`src/rtl/ga_parent_selector.sv`:
```
// ga_parent_selector: elitist parent selection for the GA core.
// Scans the score RAM for the best and second-best individuals, fetches their
// genes from the gene RAM and publishes them with the population fitness sum.
//
// state   | meaning
// --------+-----------------------------------------------------------
// IDLE    | waiting for start; working registers held cleared
// SCAN    | reading score RAM entry cnt, updating best/second/sum
// FETCH_A | reading gene of working best into parent A
// FETCH_B | reading gene of working second into parent B
// DONE    | publishing working values, pulsing done
module ga_parent_selector #(
    parameter int DEPTH   = 32,
    parameter int ADDR_W  = 5,
    parameter int SCORE_W = 7,
    parameter int GENE_W  = 48,
    parameter int SUM_W   = 12
) (
    input  logic               clk,
    input  logic               rst,
    input  logic               start,
    output logic               busy,
    output logic               done,
    output logic [ADDR_W-1:0]  score_rdaddr,
    input  logic [SCORE_W-1:0] score_rddata,
    output logic [ADDR_W-1:0]  gene_rdaddr,
    input  logic [GENE_W-1:0]  gene_rddata,
    output logic               result_valid,
    output logic [ADDR_W-1:0]  best_idx,
    output logic [ADDR_W-1:0]  second_idx,
    output logic [SCORE_W-1:0] best_score,
    output logic [SCORE_W-1:0] second_score,
    output logic [GENE_W-1:0]  parent_a,
    output logic [GENE_W-1:0]  parent_b,
    output logic [SUM_W-1:0]   fitness_sum
);

    typedef enum logic [2:0] {
        IDLE    = 3'd0,
        SCAN    = 3'd1,
        FETCH_A = 3'd2,
        FETCH_B = 3'd3,
        DONE    = 3'd4
    } state_t;

    state_t state, state_nx;

    logic [ADDR_W-1:0]  cnt;
    logic               wb_valid, ws_valid;
    logic [ADDR_W-1:0]  wb_idx, ws_idx;
    logic [SCORE_W-1:0] wb_score, ws_score;
    logic [SUM_W-1:0]   wsum;
    logic [GENE_W-1:0]  wpa, wpb;

    // State register.
    always_ff @(posedge clk or posedge rst) begin
        if (rst) state <= IDLE;
        else     state <= state_nx;
    end

    // Next-state decode and the RAM address / busy outputs derived from state.
    always_comb begin
        state_nx     = state;
        busy         = 1'b0;
        score_rdaddr = '0;
        gene_rdaddr  = '0;
        case (state)
            IDLE: begin
                if (start) state_nx = SCAN;
            end
            SCAN: begin
                busy         = 1'b1;
                score_rdaddr = cnt;
                if (cnt == ADDR_W'(DEPTH - 1)) state_nx = FETCH_A;
            end
            FETCH_A: begin
                busy        = 1'b1;
                gene_rdaddr = wb_idx;
                state_nx    = FETCH_B;
            end
            FETCH_B: begin
                busy        = 1'b1;
                gene_rdaddr = ws_idx;
                state_nx    = DONE;
            end
            DONE: begin
                state_nx = IDLE;
            end
            default: state_nx = IDLE;
        endcase
    end

    // Working datapath and published results; results only move in DONE.
    always_ff @(posedge clk or posedge rst) begin
        if (rst) begin
            cnt          <= '0;
            wb_valid     <= 1'b0;
            ws_valid     <= 1'b0;
            wb_idx       <= '0;
            ws_idx       <= '0;
            wb_score     <= '0;
            ws_score     <= '0;
            wsum         <= '0;
            wpa          <= '0;
            wpb          <= '0;
            done         <= 1'b0;
            result_valid <= 1'b0;
            best_idx     <= '0;
            second_idx   <= '0;
            best_score   <= '0;
            second_score <= '0;
            parent_a     <= '0;
            parent_b     <= '0;
            fitness_sum  <= '0;
        end else begin
            done <= 1'b0;
            case (state)
                IDLE: begin
                    cnt      <= '0;
                    wb_valid <= 1'b0;
                    ws_valid <= 1'b0;
                    wsum     <= '0;
                    if (start) result_valid <= 1'b0;
                end
                SCAN: begin
                    cnt  <= cnt + ADDR_W'(1);
                    wsum <= wsum + SUM_W'(score_rddata);
                    // Strict compares keep the lower index on ties.
                    if (!wb_valid || (score_rddata > wb_score)) begin
                        ws_valid <= wb_valid;
                        ws_idx   <= wb_idx;
                        ws_score <= wb_score;
                        wb_valid <= 1'b1;
                        wb_idx   <= cnt;
                        wb_score <= score_rddata;
                    end else if (!ws_valid || (score_rddata > ws_score)) begin
                        ws_valid <= 1'b1;
                        ws_idx   <= cnt;
                        ws_score <= score_rddata;
                    end
                end
                FETCH_A: wpa <= gene_rddata;
                FETCH_B: wpb <= gene_rddata;
                DONE: begin
                    best_idx     <= wb_idx;
                    second_idx   <= ws_idx;
                    best_score   <= wb_score;
                    second_score <= ws_score;
                    parent_a     <= wpa;
                    parent_b     <= wpb;
                    fitness_sum  <= wsum;
                    done         <= 1'b1;
                    result_valid <= 1'b1;
                end
                default: ;
            endcase
        end
    end

endmodule
```
`config.mk`:
```
export PLATFORM = sky130hd
export DESIGN_NAME = ga_parent_selector
export DESIGN_NICKNAME = d
export VERILOG_FILES = /design/src/rtl/ga_parent_selector.sv
export SDC_FILE = /design/constraint.sdc
export NUM_CORES = 1
export LEC_CHECK = 0
export CAP_MARGIN = 15
export CORE_MARGIN = 8
export CORE_UTILIZATION = 52
export DETAILED_ROUTE_END_ITERATION = 8
export PLACE_DENSITY = 0.81
export SLEW_MARGIN = 20
export SYNTH_ARGS = -nofsm -noshare
export SYNTH_HDL_FRONTEND = slang
export SYNTH_SLANG_ARGS = --single-unit
```
`constraint.sdc`:
```
create_clock -name clk -period 11.16 [get_ports clk]
set_clock_uncertainty 0.1 [all_clocks]
set_input_delay 2.232 -clock clk [delete_from_list [all_inputs] [get_ports clk]]
set_output_delay 2.232 -clock clk [all_outputs]
set_load 0.01 [all_outputs]
```
# Word-level counts from Yosys, hierarchy flattened
# Index checks and enable logic that the tools add are counted.
totals:
  out_inout_bits: 145
  register_bits: 276
  inputBits: 58
op_classes:
  eq_ne: 9
  add_sub_neg: 2
  n_lt_le_gt_ge: 2
  mux: 20
  reduce_logical: 15
ops:
  columns: ["operator", "n"]
  rows:
  - ["$pmux 12 s2", 1]
  - ["$pmux 5 s2", 2]
  - ["$mux 5", 3]
  - ["$gt 7x7->1", 2]
  - ["$mux 7", 2]
  - ["$add 12x7->12", 1]
  - ["$pmux 3 s4", 1]
  - ["$reduce_and 2->1", 6]
  - ["$eq 3x2->1 const B", 2]
  - ["$mux 1", 6]
  - ["$mux 3", 2]
  - ["$ne 2x2->1 const B", 3]
  - ["$pmux 1 s2", 3]
  - ["$reduce_bool 2->1", 3]
  - ["$add 5x1->5 const B", 1]
  - ["$eq 5x5->1 const B", 1]
  - ["$eq 3x1->1 const B", 1]
  - ["$eq 3x3->1 const B", 1]
  - ["$logic_not 3->1", 1]
  - ["$ne 3x3->1 const B", 1]
  - ["$reduce_or 3->1", 1]
  - ["$logic_not 1->1", 2]
  - ["$logic_or 1x1->1", 2]

# Longest topological paths before layout
# Gate-level depths: netlist of the first run.
logic_depth:
  ltp_word: 5
  mapped_depth: 8

# Least setup slack after synthesis of the first run
# No wires, ideal clock.
synth_timing:
  path_kind: "input to register"
  start: "input score_rddata[0]"
  end: "register wsum[10]"
  path_buffers: 0
  stages: 7
  path_slack_ns: 7.146
  required_time_ns: 10.950
  setup_time_ns: 0.110
  arrival_time_ns: 3.803
  path_cell_list: "ha_1 -> fa_1 -> a21oi_1 -> o21bai_1 -> a2111oi_2 -> o311ai_0 -> o41ai_1"
synth_between:
  elab_chain_cells: 2
synth_lines:
  columns: ["element", "line_no", "text"]
  rows:
  - ["from (decl)", "25", "input logic [SCORE_W-1:0] score_rddata,"]
  - ["$add 12x7->12", "127", "wsum <= wsum + SUM_W'(score_rddata);"]
  - ["$pmux 12 s2", "117", "case (state)"]
  - ["to (signal assigned)", "127", null]
  - ["to (decl)", "52", "logic [SUM_W-1:0] wsum;"]
# No other way between the ends.
# A chain may end at the register's enable or synchronous reset.

# Worst setup path after layout of the first run
layout_timing:
  start: "register state[0]"
  end: "output gene_rdaddr[0]"
layout_between:
  elab_chain_cells: 2
  word_cells_on_any_way: 3
  cone_classes: "eq/ne (2); mux (1)"
layout_lines:
  columns: ["element", "line_no", "text"]
  rows:
  - ["from (decl)", "46", "state_t state, state_nx;"]
  - ["from (signal assigned)", "58", "else state <= state_nx;"]
  - ["$eq 3x2->1", "67", "case (state)"]
  - ["$pmux 5 s2 (*)", "67", null]
  - ["to (decl)", "26", "output logic [ADDR_W-1:0] gene_rdaddr,"]
# Mark *: on every way between the ends. The rest lies on a longest branch, timed or not.

==> results.md, run 1 <==
- Final setup viols: 0
- I/O pin cnt: 203
- Synth Area in Adders: ~2.7%
- Max Cap Viol: 0
- Mux share of post-synthesis cell area: 18.71%
- Syn Inst Count: 869
- Fin cells: 1,362
- Dominant cell type by area after synthesis: dfrtp_1
- Leak: 6.878 nW
- GRT overflow: 0
- Synth top area share: 61.60%
- FFs w/ async S/R, synth: 100.0%
- Ys Warns: 0
- Worst r2r path cells: 4
- XOR/XNOR share of the synthesized area: less than 1%
- CTS tree: yes
- Die H: 162.8 µm
- WHS Path Cells: 2
- Setup crit start kind: register
- Critical path fanouts, max: 43
- Most common cell in the netlist: dfrtp_1
- Total Wirelength: ~25,000 µm
- Max IR drop VDD: 0.1843 mV
- Final Cycle Share: 47.70%
- H-Tree Depth: 1
- I/O Buffers: 202
- First-pass GRT wire length: 41,680 µm
- Die width: approximately 160 µm
- Hold_ws: around 0.37 ns
- Most used DFF post-synth: dfrtp_1
- Fmax: around 0.19 GHz
- Commonest cells in the netlist: dfrtp_1, mux2_2, nand2_1, inv_1, o21ai_0
- Cell Pwr Density: roughly 210 nW/µm²
- Placed Area: 13,390 µm²
- Fin. Hold Viols: 0
- CTS max path bufs: 3
- Cts repair resizes: 0
- Crit path DAT: 2.99 ns
- Fill cell count: 1,527
- Vias: between 7,000 and 8,000
- Complex-gate fraction of the synthesized area: between 4 and 5%
- Post-Syn Area: 11,210 µm²
- Num CTS Buffers: 28
- Clock Root Buffer: clkbuf_16
- WHS Endpoint: wpb[32]$_DFFE_PP0P_
- Antenna Violating Nets Remaining: 0
- Largest family of logic cells by synthesized area: multiplexers
- Crit path kind: register to output pin
- Element type at the critical path end: output pin
- Max-slew violation count: 0
- # hold bufs at CTS: 0
- GP Congestion: 0.8004
- Yosys reg bits: 276
- RSZ-0062 raised after global routing: false
- Total Routing Usage GR: between 10% and 20%
- Worst R2R Setup Slack: roughly 8.2 ns
- Max-slew headroom: 29.79%
- Area delta synth->final: 27.72%
- Starting density of the core: 53.17%
- Yosys cell types: 47
- Post-synthesis simple-gate area fraction: between 8 and 9%
- Status: finished clean
- Post-synth EDFFs: 0
- Post-CTS Setup Inserts: 0
- RR Endpoint: parent_b[12]$_DFFE_PP0P_
- Cell area after layout: about 14,000 µm²
- Final-stage net count: 1,146
- Clock Pin Slew Worst Setup and Hold Paths: 0.06 ns
- Clock period minus final worst setup slack: 5.324 ns
- DRC errors left: 0
- Top cells by area, synth: dfrtp_1, mux2_2, nand2_1
- Vias/cell: 5.317
- Clk_lat worst skew: 0.53 ns
- Number of antenna violations at the first check in global routing: 1
- Core area: 21,090 µm²
- Final Util: between 60% and 70%
- DR WL/cell: 18.69 µm
- Seq/Total Area, Yosys: between 60% and 70%
- Iteration-0 DRC Markers: roughly 350
- Vias in the first global route: 7,753
- Worst-Margin Slew: between 1 and 1.5 ns
- Net Count, Synth: 951
- Row count: 53
- Hold Startpoint: wpb[32]$_DFFE_PP0P_
- Layout cells sized above 1: ~22%
- CP Data Required Time: 8.83 ns
- Clock sink total: 276
- Avg Synthesized Cell Area: 12.90 µm²
- Die area: between 20,000 and 30,000 µm²
- Largest net degree at the start of global routing: 145
- DPL Wire Length: 17,000 µm
- Drt pass-1 iters: 5
- Worst min-delay path class: register to register
- Worst R2R Start: state[1]$_DFFE_PP0P_
- Post-route setup TNS: 0 ns
- Placed Cells: 1,309
==> through the flow <==
step / worst slack [ns] / total power [mW]
5_1_grt: 5.651 / 3.210
3_5_place_dp: 6.078 / 2.115
3_3_place_gp: 6.120 / 2.085
4_1_cts: 5.816 / 3.052
2_1_floorplan: 1.219 / 1.852
6_report: 5.836 / 3.025
==> power breakdown <==
part	switching [mW]	internal, mW	total [mW]
logic	0.402	0.351	0.753
clock network	0.375	0.550	0.925
registers	0.136	1.21	1.35
==> worst max-delay path by stage <==
stage          slack [ns]  depth (start not counted)                 start                      end
2_1_floorplan        1.22                          1                   rst  best_idx[0]$_DFFE_PP0P_
3_3_place_gp         6.12                          7       score_rddata[6]    ws_idx[1]$_DFFE_PP0P_
3_5_place_dp         6.08                          7       score_rddata[6]    ws_idx[1]$_DFFE_PP0P_
4_1_cts              5.82                          6  state[0]$_DFFE_PP0P_           gene_rdaddr[0]
5_1_grt              5.65                          6  state[0]$_DFFE_PP0P_           gene_rdaddr[0]
6_report             5.84                          6  state[0]$_DFFE_PP0P_           gene_rdaddr[0]
==> logic make-up after synthesis <==
family                     after synthesis
xor gates and xnor gates                 3
DFF                                    276
and+or+nand+nor                        222
AOI/OAI and AO/OA                       76
muxes                                  187
adders and majority gates               24
buffers and inverters                   81
==> worst max-delay path, cell delays in order, from the launching register on <==
cell and delay [ns]:
dfrtp_1 0.44, nand2b_1 0.22, nor2_4 0.33, buf_4 0.58
nand2_1 0.11, o21ai_0 0.13, clkdlybuf4s50_1 0.59
==> cell usage in the layout, fill, tap and decap left out, drive strengths merged, types with 7 or more instances in the layout <==
| cell type | count |
|---|---|
| a21oi | 10 |
| a222oi | 11 |
| clkbuf | 43 |
| clkdlybuf4s50 | 202 |
| dfrtp | 276 |
| ha | 23 |
| inv | 38 |
| mux2 | 181 |
| nand2 | 175 |
| nand3 | 7 |
| nor2 | 11 |
| nor3b | 7 |
| o21ai | 28 |
==> final cells by class <==
type                    count  area [µm²]  share of cell area [%]
clock buffers              43       817.0                   5.706
diodes                      1       2.502                 0.01747
clock inverters             9       108.9                  0.7602
well taps                 275       344.1                   2.403
inverters                  38       150.1                   1.048
multi-input cells         512        3924                   27.40
repair buffers            208        2067                   14.43
flip-flops and latches    276        6907                   48.23
==> flip-flops by register name, indices dropped and copies added, names as in the netlist <==
| name | count |
|---|---|
| ws_score | 7 |
| wb_idx | 5 |
| fitness_sum | 12 |
| best_idx | 5 |
| wpb | 48 |
| wb_valid | 1 |
| parent_a | 48 |
| second_score | 7 |
| wb_score | 7 |
| best_score | 7 |
| second_idx | 5 |
| done | 1 |
| ws_valid | 1 |
| wsum | 12 |
| wpa | 48 |
| parent_b | 48 |
| cnt | 5 |
| state | 3 |
| ws_idx | 5 |
| result_valid | 1 |
==> metal layers <==
layer  track usage, %  vias to the layer above  routed length (µm)  part of all wire [%]
met4            4.921                        0                 480                   1.9
met5                0                        -                   0                     0
met1            25.05                     3669               10870                    43
li1                 -                     3359                   -                     -
met3            4.954                       36                1713                   6.7
met2            31.93                      178               12400                    49
Note: power is estimated with default switching activity, not from simulation.
==> run 2, diff against run 1 <==
==> constraint.sdc (replaced) <==
create_clock -name clk -period 5.5 [get_ports clk]
set_clock_uncertainty 0.1 [all_clocks]
set_input_delay 1.1 -clock clk [delete_from_list [all_inputs] [get_ports clk]]
set_output_delay 1.1 -clock clk [all_outputs]
set_load 0.01 [all_outputs]
==> run 2 against run 1 <==
  * Global-route usage decreased by 0.15 points
  * Cell count decreased by 0.22%
  * Count of clock-buffer cells in the layout decreased by 2
  * Non-clock buffer count increased by 2
  * First-iteration DRC count increased by 33%
  * Setup slack got worse by 4.2 ns
  * Sequential power increased by 100%
  * Critical endpoint unchanged
  * Highest routed layer unchanged
==> results.md, run 2 (synthesis results as in run 1) <==
- Cts repair resizes: 0 (unchanged)
- CP Data Required Time: 4.30 ns (was 8.83 ns)
- Commonest non-fill, non-tap cell in the layout: dfrtp_1 (unchanged)
- Total Wirelength: 25,940 µm (was 25,450 µm)
- Max Used Layer: met4 (unchanged)
- Drt pass-1 iters: 6 (was 5)
- Total Routing Usage GR: 19.18% (was 19.33%)
- Worst min-delay path class: register to register (unchanged)
- Max IR drop VDD: 0.3388 mV (was 0.1843 mV)
- Most frequent cells in the layout: dfrtp_1, clkdlybuf4s50_1, mux2_2, nand2_1, inv_1 (unchanged)
- WHS Path Cells: 2 (unchanged)
- Routed wl met3: 1673 µm (was 1713 µm)
- First-pass GRT wire length: 40,960 µm (was 41,680 µm)
- Final Cycle Share: a little over two thirds
- Fmax: 0.2593 GHz
- Hold_ws: 0.3689 ns (was 0.3696 ns)
- DRC errors left: 0 (unchanged)
- Worst r2r path cells: 4 (unchanged)
- I/O pin cnt: 203 (unchanged)
- Final-stage net count: 1,148 (was 1,146)
- CTS max path bufs: 3 (unchanged)
- CTS tree: yes (unchanged)
- WHS Endpoint: wpb[37]$_DFFE_PP0P_ (was wpb[32]$_DFFE_PP0P_)
- H-Tree Depth: 1 (unchanged)
- Area delta synth->final: 28.32% (was 27.72%)
- GRT overflow: 0 (unchanged)
- Vias: 7,266 (was 7,242)
- Max Cap Viol: 0 (unchanged)
- Largest net degree at the start of global routing: 149 (was 145)
- Post-route setup slack: 1.643 ns (was 5.836 ns)
- Leak: 6.903 nW (was 6.878 nW)
- Clk_lat worst skew: 0.53 ns (about the same)
- Crit path kind: register to output pin (unchanged)
- Vias/cell: 5.347 (was 5.317)
- Max-slew headroom: 37.18% (was 29.79%)
- DR WL/cell: 19.09 µm (was 18.69 µm)
- Clock Root Buffer: clkbuf_16 (unchanged)
- Element type at the critical path end: output pin (unchanged)
- # hold bufs at CTS: 0 (unchanged)
- DPL Wire Length: 17,520 µm (was 17,000 µm)
- Clock sink total: 276 (unchanged)
- Clock period minus final worst setup slack: 3.857 ns
- GP Congestion: 0.8819 (was 0.8004)
- Setup crit start kind: register (unchanged)
- Final Util: 68.23% (was 67.91%)
- Die area: 26,520 µm² (unchanged)
- Critical path fanouts, max: 52 (was 43)
- RR Endpoint: parent_a[9]$_DFFE_PP0P_ (was parent_b[12]$_DFFE_PP0P_)
- Vias in the first global route: 7,418 (was 7,753)
- Core area: 21,090 µm² (unchanged)
- Layout cells sized above 1: 22.23% (was 22.01%)
- Max-slew violation count: 0 (unchanged)
- Antenna cells: 0 (was 1)
- Worst R2R Start: state[1]$_DFFE_PP0P_ (unchanged)
- Number of antenna violations at the first check in global routing: 0 (was 1)
- Post-CTS Setup Inserts: 0 (unchanged)
- Die H: 162.8 µm (unchanged)
- Dpl ws: 1.574 ns (was 6.078 ns)
- Num CTS Buffers: 28 (unchanged)
- Antenna Violating Nets Remaining: 0 (unchanged)
- Die width: 162.8 µm (unchanged)
- Iteration-0 DRC Markers: 464 (was 348)
- Status: finished clean (unchanged)
- Starting density of the core: 53.17% (unchanged)
- Hold Startpoint: wpb[37]$_DFFE_PP0P_ (was wpb[32]$_DFFE_PP0P_)
- I/O Buffers: 202 (unchanged)
- Cell Pwr Density: 432.8 nW/µm² (was 211.2 nW/µm²)
- Fin. Hold Viols: 0 (unchanged)
- Post-route setup TNS: 0 ns (unchanged)
- Overall power: 6.227 mW (was 3.025 mW)
- M1 WL: 11,000 µm (was 10,870 µm)
- Worst R2R Setup Slack: 2.75 ns (was 8.17 ns)
- Crit path DAT: 2.66 ns (was 2.99 ns)
- RSZ-0062 raised after global routing: false (unchanged)
- Worst-Margin Slew: 0.9423 ns (was 1.053 ns)
- Clock Pin Slew Worst Setup and Hold Paths: 0.06 ns (about the same)
- WL met2: 12,610 µm (was 12,400 µm)
- Final setup viols: 0 (unchanged)
- Row count: 53 (unchanged)
## run 2: worst max path at each step
| stage | to | slack [ns] | from |
|---|---|---|---|
| after floorplan | best_idx[0]$_DFFE_PP0P_ | 0.65 | rst |
| after global placement | ws_idx[1]$_DFFE_PP0P_ | 1.61 | score_rddata[6] |
| after detailed placement | ws_idx[1]$_DFFE_PP0P_ | 1.57 | score_rddata[6] |
| after CTS | gene_rdaddr[0] | 1.58 | state[2]$_DFFE_PP0P_ |
| after global routing | gene_rdaddr[1] | 1.49 | state[2]$_DFFE_PP0P_ |
| final | gene_rdaddr[0] | 1.64 | state[2]$_DFFE_PP0P_ |
## run 2: power breakdown
part / switching [mW] / total [mW] / internal (mW)
combinational: 0.830 / 1.54 / 0.715
sequential: 0.275 / 2.73 / 2.46
clock: 0.758 / 1.95 / 1.19
total: 1.86 / 6.23 / 4.36
## run 2: per-stage QoR
| step | instances | area, µm² |
|---|---|---|
| 2_1_floorplan | 869 | 11220 |
| 3_3_place_gp | 1311 | 13430 |
| 3_5_place_dp | 1311 | 13430 |
| 4_1_cts | 1359 | 14390 |
| 5_1_grt | 1359 | 14390 |
| 6_report | 1359 | 14390 |
## run 2: cell type report
type                            instances  area, µm²
Sequential cell                       276       6907
Fill cell                            1499       6700
Multi-Input combinational cell        512       3924
Timing Repair Buffer                  210       2107
Clock buffer                           41      840.8
Tap cell                              275      344.1
Inverter                               38      146.4
Clock inverter                          7      118.9
## run 2: critical path: stages, from the launching register on
cell             delay [ns]
dfrtp_1                0.50
nand3b_1               0.24
buf_4                  0.36
o21ai_0                0.41
clkdlybuf4s50_1        0.62
## run 2: metal layers
layer | vias to the layer above | GRT usage [%]
met5 | - | 0
met4 | 0 | 5.338
met3 | 46 | 4.474
met2 | 211 | 31.97
met1 | 3641 | 24.73
li1 | 3368 | -
